--- src/rtl/axis_ready_shaper.sv ---
// Backpressure generator: rotating ready mask and registered tready.
// tready depends only on enable and the mask, never on tvalid.
module axis_ready_shaper #(
   parameter logic [7:0] READY_PATTERN = 8'hFF
) (
   input  logic clk,
   input  logic rst_n,
   input  logic enable,
   output logic tready
);

   logic [7:0] mask;

   always_ff @(posedge clk or negedge rst_n) begin
      if (!rst_n) begin
         mask   <= READY_PATTERN;
         tready <= 1'b0;
      end else begin
         mask   <= {mask[0], mask[7:1]};
         tready <= enable & mask[0];
      end
   end

endmodule

--- config.mk ---
export PLATFORM = sky130hd
export DESIGN_NAME = axis_ready_shaper
export DESIGN_NICKNAME = d
export VERILOG_FILES = /design/src/rtl/axis_ready_shaper.sv
export SDC_FILE = /design/constraint.sdc
export NUM_CORES = 1
export LEC_CHECK = 0
export ABC_AREA = 1
export BUFFER_PORTS_ARGS = -buffer_cell sky130_fd_sc_hd__buf_2
export CORE_AREA = 4 4 41 43
export DETAILED_ROUTE_END_ITERATION = 16
export DIE_AREA = 0 0 45 47
export SETUP_SLACK_MARGIN = 0.1
export SYNTH_ARGS = -nofsm -noshare
export SYNTH_HDL_FRONTEND = slang
export SYNTH_SLANG_ARGS = --single-unit
export TNS_END_PERCENT = 1
--- constraint.sdc ---
create_clock -name clk -period 2.5 [get_ports clk]
set_clock_uncertainty 0.2 [all_clocks]
set_input_delay 0.125 -clock clk [delete_from_list [all_inputs] [get_ports clk]]
set_output_delay 0.125 -clock clk [all_outputs]
set_load 0.1 [all_outputs]
==> flow_summary.yaml, run 1 <==
clocking:
  hold_buffers: 2
  post-cts-setup-buffers: 0
  h-tree-depth: 1
  clk_pin_slew_ns: 0.06
  cts_buffers: 3
  clockRootBuffer: "clkbuf_4"
  clk_latency_ns: 0.26
  ctsResizeCount: 0
  cts_tree: "done"
  cts_buffer_depth: 2
  cts.sinks: 9
critical_path:
  path_cells: "buf_2"
  crit_end: "tready"
  r2r_start: "mask[0]$_DFF_PN1_"
  cp_max_fo: 1
  worstReg2RegEnd: "tready$_DFF_PN0_"
  critical-path-top-delay-family: "buffers and inverters"
  startpoint_type: "register"
  rr_worst_depth: 2
  critPathArrivalTime_ns: 1.00
  end_kind: "primary output"
  slowest_delay_ns: 0.42
  r2r_slack_ns: 1.62
  critPathBufInv: 1
  worstSetupPathType: "reg2out"
  critPathSlowestCell: "buf_2"
  crit_path_start: "tready$_DFF_PN0_"
  cp.depth: 1
  cp.required_ns: 2.17
power:
  vdd.ir_drop.worst_uv: 338
  p_leak_nw: 0.144
  p_switching_w: 0.0000493
  swShare_pct: 18.9
  finalPower_w: 0.000260
  pwr-share-seq_pct: 56.3
  p_clk_share_pct: 41.4
  combPwrFrac_pct: 2.3
  p_per_area_nw_per_um2: 806
  p_int_w: 0.000211
place:
  routabilityCongestion: 0.639
  port_buffers: 3
sta:
  drv_slew: 0
  max_slew.worst_pin.slew_ns: 0.485
  setup_tns_ns: 0
  hold_viol: 0
  period_share_pct: 53.1
  layout_min_cycle_time_ns: 1.33
  setup_viol: 0
  rsz0062_at_grt: "no"
  max_freq_mhz: 753
  relSlewSlack_pct: 67.9
synth:
  ys_warn_count: 0
  syn-num-nets: 14
  ys_types: 4
  synthCells: 11
  ys_seq_area_share_pct: 96.9
  synth_top_cell_by_area: "dfstp_2"
  netlist_area_um2: 243
  synth_area_leaders: "dfstp_2 (87%), dfrtp_1 (10%), inv_1 (1.5%)"
  synth_seq_cells: 9
  synth_area_per_cell_um2: 22.1
  synth_top_area_share_pct: 86.6
global_routing:
  grt_usage_pct: 5.52
  grt_pass1_vias: 141
  grt_start_max_net_pins: 10
  antenna_found_initial: 0
  overflow: 0
  grt_pass1_wl_um: 662
floorplan:
  core_um2: 1300
  rows: 13
  die_h_um: 47
  start_util_pct: 18.7
  io_pins: 4
  die_w_um: 45
  die_area_um2: 2120
worst_hold_path:
  hp-class: "in2async"
finish:
  drive_gt1_share_pct: 70.0
  regArea_um2: 235
  multi_input_area_um2: 3.75
  syn_to_final_growth_pct: 33.0
  diodes: 0
  final_nets: 24
  fillers: 136
route:
  wl_per_cell_um: 9.69
  viasPerCell: 3.11
  initialDrtViolationCount: 4
  drtAntennaViolNets: 0
  drt_wl_total_um: 339
  vias: 109
  dr.pass1.iters: 2
  drc: 0
outcome:
  status: "completed"
job:
  maxCapViolCount: 0
## sequential cells by signal, summed over array words and instances (netlist names)
name and cells:
mask 8, tready 1
## metal layers
metal  track usage (%)  up-vias  share of wire (%)  routed length, um
li1                  -       50                  -                  -
met2              5.65        8                 35                118
met3              6.90        0                 16                 53
met4              3.51        0                  0                  0
met5                 0        -                  0                  0
met1              5.88       51                 49                166
## layout by cell type, fill, tap and decap left out
| cell | count |
|---|---|
| buf_2 | 3 |
| clkbuf_1 | 1 |
| clkbuf_4 | 3 |
| dfrtp_1 | 1 |
| dfstp_2 | 8 |
| dlygate4sd3_1 | 2 |
| inv_1 | 1 |
| nand2_1 | 1 |
## Yosys cell counts (all sizes together)
cell / number
nand2: 1
dfrtp: 1
dfstp: 8
inv: 1
## cells by family (layout without fill, tap and decap cells)
| kind of cell | Yosys count | count (layout) | synth area share, % |
|---|---|---|---|
| flops | 9 | 9 | 96.9 |
| buf+inv | 1 | 10 | 1.54 |
| simple gates | 1 | 1 | 1.54 |
## layout make-up
type                    count  area share [%]
well taps                  15            5.81
flip-flops and latches      9            72.9
repair buffers              5            10.9
inverters                   1            1.16
multi-input cells           1            1.16
clock buffers               4            8.14
## worst min path at each step
stage | end | slack [ns] | cells after the start
after floorplan | tready$_DFF_PN0_ | -0.37 | 0
after global placement | tready$_DFF_PN0_ | -0.24 | 1
after detailed placement | tready$_DFF_PN0_ | -0.22 | 1
after CTS | tready$_DFF_PN0_ | 0.03 | 2
after global routing | tready$_DFF_PN0_ | 0.04 | 2
final | tready$_DFF_PN0_ | 0.03 | 2
## metrics by stage
step                hold WS (ns)  setup slack, ns  utilization [%]  std cells  area (um^2)
finish                    0.0315             1.17             24.8         35          323
detailed placement        -0.224             1.46             21.3         29          277
CTS                       0.0329             1.17             24.8         35          323
global placement          -0.235             1.46             21.3         29          277
floorplan                 -0.371             1.29                -         11          243
global route              0.0446             1.14             24.8         35          323
## power by group through the flow
stage	Combinational (W)	Clock (W)	Sequential (W)
finish	0.00000608	0.000108	0.000146
global route	0.00000733	0.000129	0.000146
CTS	0.00000631	0.000113	0.000146
detailed placement	0.00000395	0	0.000148
global placement	0.00000356	0	0.000148
Power figures use the tool's default switching activity.
==> run 2: changes to the inputs <==
Settings changed: ABC_AREA 1 to 0.
Clock period 2.5 ns to 1.38 ns, I/O delays scaled along.
==> flow_summary.yaml, run 2 <==
place:
  place_ws_ns: 0.392
  routabilityCongestion: 0.610
  port_buffers: 3
  dp_hpwl_um: 209
worst_hold_path:
  hp-class: "reg2reg"
sta:
  rsz0062_at_grt: "no"
  max_slew.worst_pin.slew_ns: 0.301
  layout_min_cycle_time_ns: 1.17
  relSlewSlack_pct: 80.0
  drv_slew: 0
  setup_viol: 0
  hold_viol: 0
  setup_tns_ns: 0
  period_share_pct: 84.9
  max_freq_mhz: 854
  setup_ws_ns: 0.209
finish:
  fillers: 144
  final_cell_mix: "dfstp_2 (8), clkbuf_4 (4), dlygate4sd3_1 (3)"
  mostFrequentLayoutCell: "dfstp_2"
  reg_top3: "mask x8, tready x1"
  drive_gt1_share_pct: 70.0
  final_nets: 24
  syn_to_final_growth_pct: 38.3
  largest_reg_flops: 8
  diodes: 0
  regMostFlops: "mask"
route:
  initialDrtViolationCount: 1
  vias: 101
  drtAntennaViolNets: 0
  dr.pass1.iters: 2
  wl_per_cell_um: 9.63
  drt_wl_total_um: 337
  viasPerCell: 2.89
  drc: 0
clocking:
  cts.sinks: 9
  cts_buffers: 3
  clk_latency_ns: 0.25
  post-cts-setup-buffers: 0
  cts_buffer_depth: 2
  clk_pin_slew_ns: 0.06
  h-tree-depth: 1
  cts_tree: "done"
  clockRootBuffer: "clkbuf_4"
floorplan:
  core_um2: 1300
  rows: 13
  start_util_pct: 18.6
  die_area_um2: 2120
  io_pins: 4
  die_h_um: 47
  die_w_um: 45
critical_path:
  cp_max_fo: 1
  slowest_delay_ns: 0.33
  cp.required_ns: 1.11
  path_cells: "clkbuf_4"
  critical-path-top-delay-family: "flip-flops"
  critPathArrivalTime_ns: 0.90
  critPathSlowestCell: "dfrtp_1"
  worstSetupPathType: "reg2out"
  startpoint_type: "register"
  end_kind: "primary output"
  critPathBufInv: 1
synth:
  synthTopCellsByCount: "dfstp_2 (8), and2_1 (1), dfrtp_1 (1)"
  synth_area_per_cell_um2: 24.1
  netlist_area_um2: 241
  synth_top_cell_by_area: "dfstp_2"
  synth_top_area_share_pct: 87.0
  ys_warn_count: 0
  synth_flop_cell: "dfstp_2"
  ys_seq_area_share_pct: 97.4
  synth_area_leaders: "dfstp_2 (87%), dfrtp_1 (10%), and2_1 (2.6%)"
  synth_seq_cells: 9
  synth-edff-count: 0
  ys_types: 3
  synth_most_common_cell: "dfstp_2"
  syn-num-nets: 13
  synthArstFlopShare_pct: 100
  synthCells: 10
outcome:
  status: "completed"
global_routing:
  grtUsageMet2_pct: 4.24
  overflow: 0
  grt_pass1_vias: 116
  gr-usage-met1_pct: 5.67
  grt_use_met3_pct: 5.75
  grt_start_max_net_pins: 10
  grt_pass1_wl_um: 572
  grt_usage_pct: 4.80
  antenna_found_initial: 0
  grt_busiest_layer: "met3"
job:
  maxCapViolCount: 0
power:
  p_per_area_nw_per_um2: 1400
  p_leak_nw: 0.140
  vdd.ir_drop.worst_uv: 495
  finalPower_w: 0.000469
==> run 2: where the power goes <==
group          switching, W  internal (W)
combinational    0.00000585    0.00000752
sequential                0      0.000265
clock             0.0000799      0.000111
==> run 2: repair_timing <==
| item | in CTS | in global routing |
|---|---|---|
| endpoints found under the hold margin | 10 | 0 |
| resized for setup | 0 | 1 |
| setup endpoints to repair | 0 | 1 |
| hold buffers | 3 | 0 |
==> run 2: area by class of cell <==
cell class	instances	area (um^2)	share of cell area [%]
flip-flops and latches	9	235	70.4
clock buffers	4	26.3	7.87
well taps	15	18.8	5.62
repair buffers	6	47.5	14.2
multi-input cells	1	6.26	1.87
==> run 2: cells by family after synthesis <==
logic type    count (synthesis)  synth area share (%)
simple gates                  1                  2.59
flops                         9                  97.4
==> run 2: per-stage QoR <==
stage	hold WS, ns	std cells	utilization [%]	area [um^2]
detailed placement	-0.281	28	21.2	275
global placement	-0.292	28	21.2	275
finish	0.151	35	25.7	334
CTS	0.155	35	25.5	332
floorplan	-0.427	10	-	241
global route	0.154	35	25.7	334
==> run 2: routing by layer <==
layer,vias to the layer above,wire length (um)
met1,48,184
met5,-,0
met2,4,123
met4,0,0
met3,0,28
li1,49,-
==> run 2: final timing paths <==
check                                  startpoint           endpoint  slack [ns]  depth (start not counted)
worst max-delay path             tready$_DFF_PN0_             tready        0.21                          1
worst min-delay path            mask[4]$_DFF_PN1_  mask[3]$_DFF_PN1_        0.15                          0
worst max register to register  mask[0]$_DFF_PN1_   tready$_DFF_PN0_        0.49                          1
worst min register to register  mask[4]$_DFF_PN1_  mask[3]$_DFF_PN1_        0.15                          0
max in group asynchronous                   rst_n   tready$_DFF_PN0_        0.27                          3
min in group asynchronous                   rst_n  mask[2]$_DFF_PN1_        0.20                          2
==> run 3: changes to the inputs <==
Clock period 1.38 ns to 1.15 ns, I/O delays scaled along.
==> flow_summary.yaml, run 3 (synthesis gave the netlist of run 2 again) <==
outcome:
  status: "finished, violations left"
  violations: "hold timing"
route:
  dr.pass1.iters: 1
  drt_wl_total_um: 334
  wl_per_cell_um: 9.82
  drtAntennaViolNets: 0
  viasPerCell: 3.12
  initialDrtViolationCount: 0
  drc: 0
  vias: 106
clocking:
  cts_buffer_depth: 2
  clk_pin_slew_ns: 0.06
  clk_latency_ns: 0.26
  cts.sinks: 9
  cts_tree: "done"
  hold_buffers: 2
  h-tree-depth: 1
  post-cts-setup-buffers: 0
  clockRootBuffer: "clkbuf_4"
  cts_buffers: 3
  ctsResizeCount: 0
global_routing:
  grt_pass1_vias: 117
  grt_pass1_wl_um: 558
  grt_usage_pct: 4.88
  grt_start_max_net_pins: 10
  overflow: 0
  antenna_found_initial: 0
floorplan:
  io_pins: 4
  die_w_um: 45
  rows: 13
  start_util_pct: 18.6
  die_area_um2: 2120
  die_h_um: 47
  core_um2: 1300
finish:
  fin_cells: 34
  regMostFlops: "mask"
  reg_top3: "mask x8, tready x1"
  drive_gt1_share_pct: 78.9
  postLayoutCoreUtil_pct: 26.0
  syn_to_final_growth_pct: 39.9
  diodes: 0
  final_cell_mix: "dfstp_2 (8), clkbuf_4 (3), dlygate4sd3_1 (2), buf_2 (2)"
  final_nets: 23
  largest_reg_flops: 8
  mostFrequentLayoutCell: "dfstp_2"
place:
  port_buffers: 3
  routabilityCongestion: 0.622
  dp_cells: 28
  dp_hpwl_um: 191
critical_path:
  r2r_start: "mask[0]$_DFF_PN1_"
  cp_max_fo: 1
  worstReg2RegEnd: "tready$_DFF_PN0_"
  cp.required_ns: 0.89
  worstSetupPathType: "reg2out"
  critical-path-top-delay-family: "flip-flops"
  path_cells: "buf_12"
  critPathBufInv: 1
  rr_worst_depth: 1
  startpoint_type: "register"
  critPathSlowestCell: "dfrtp_2"
  end_kind: "primary output"
  critPathArrivalTime_ns: 0.84
  r2r_slack_ns: 0.23
  slowest_delay_ns: 0.41
  crit_path_start: "tready$_DFF_PN0_"
power:
  finalPower_w: 0.000573
  p_per_area_nw_per_um2: 1700
  p_leak_nw: 0.137
  vdd.ir_drop.worst_uv: 619
sta:
  hold_viol: 1
  relSlewSlack_pct: 87.7
  setup_tns_ns: 0
  rsz0062_at_grt: "yes"
  setup_viol: 0
  max_freq_mhz: 912
  max_slew.worst_pin.slew_ns: 0.185
  drv_slew: 0
  period_share_pct: 95.3
  holdWs_ns: -0.0379
  layout_min_cycle_time_ns: 1.10
job:
  maxCapViolCount: 0
worst_hold_path:
  hp-class: "in2async"
## run 3: per-stage QoR
| stage | hold WS, ns | cell area [um^2] | worst slack (ns) |
|---|---|---|---|
| after floorplan | -0.438 | 243 | 0.247 |
| after global placement | -0.302 | 292 | 0.259 |
| after detailed placement | -0.291 | 292 | 0.251 |
| after CTS | -0.0357 | 338 | 0.0467 |
| after global routing | -0.0315 | 338 | 0.0242 |
| final | -0.0379 | 338 | 0.0539 |
## run 3: layout make-up
class                           count  area, um^2
Multi-Input combinational cell      1        6.26
Sequential cell                     9         236
Clock buffer                        4        26.3
Tap cell                           15        18.8
Timing Repair Buffer                5        50.0
Fill cell                         137         963
## run 3: repair_timing
action / in CTS / in global routing
endpoints found under the setup margin: 1 / 1
gates cloned: 0 / 0
endpoints found under the hold margin: 10 / 1
pin swaps: 0 / 0
## run 3: how the worst max path moves through the flow
stage	end	slack [ns]	cells after the start
after global routing	tready	0.02	1
after detailed placement	tready$_DFF_PN0_	0.25	1
after global placement	tready$_DFF_PN0_	0.26	1
after CTS	tready	0.05	1
after floorplan	tready	0.25	0
final	tready	0.05	1
## run 3: where the power goes
group	total [W]	switching (W)	leakage [nW]	internal [W]
combinational	0.0000130	0.00000622	0.0274	0.00000680
clock	0.000242	0.000108	0.0150	0.000134
sequential	0.000318	0	0.0948	0.000318
## run 3: per-layer routing
layer	vias up	GRT usage (%)	share of wire, %
met1	49	4.73	47
met5	-	0	0
met2	8	4.52	34
met4	0	5.26	1.2
met3	2	6.13	18
li1	47	-	-
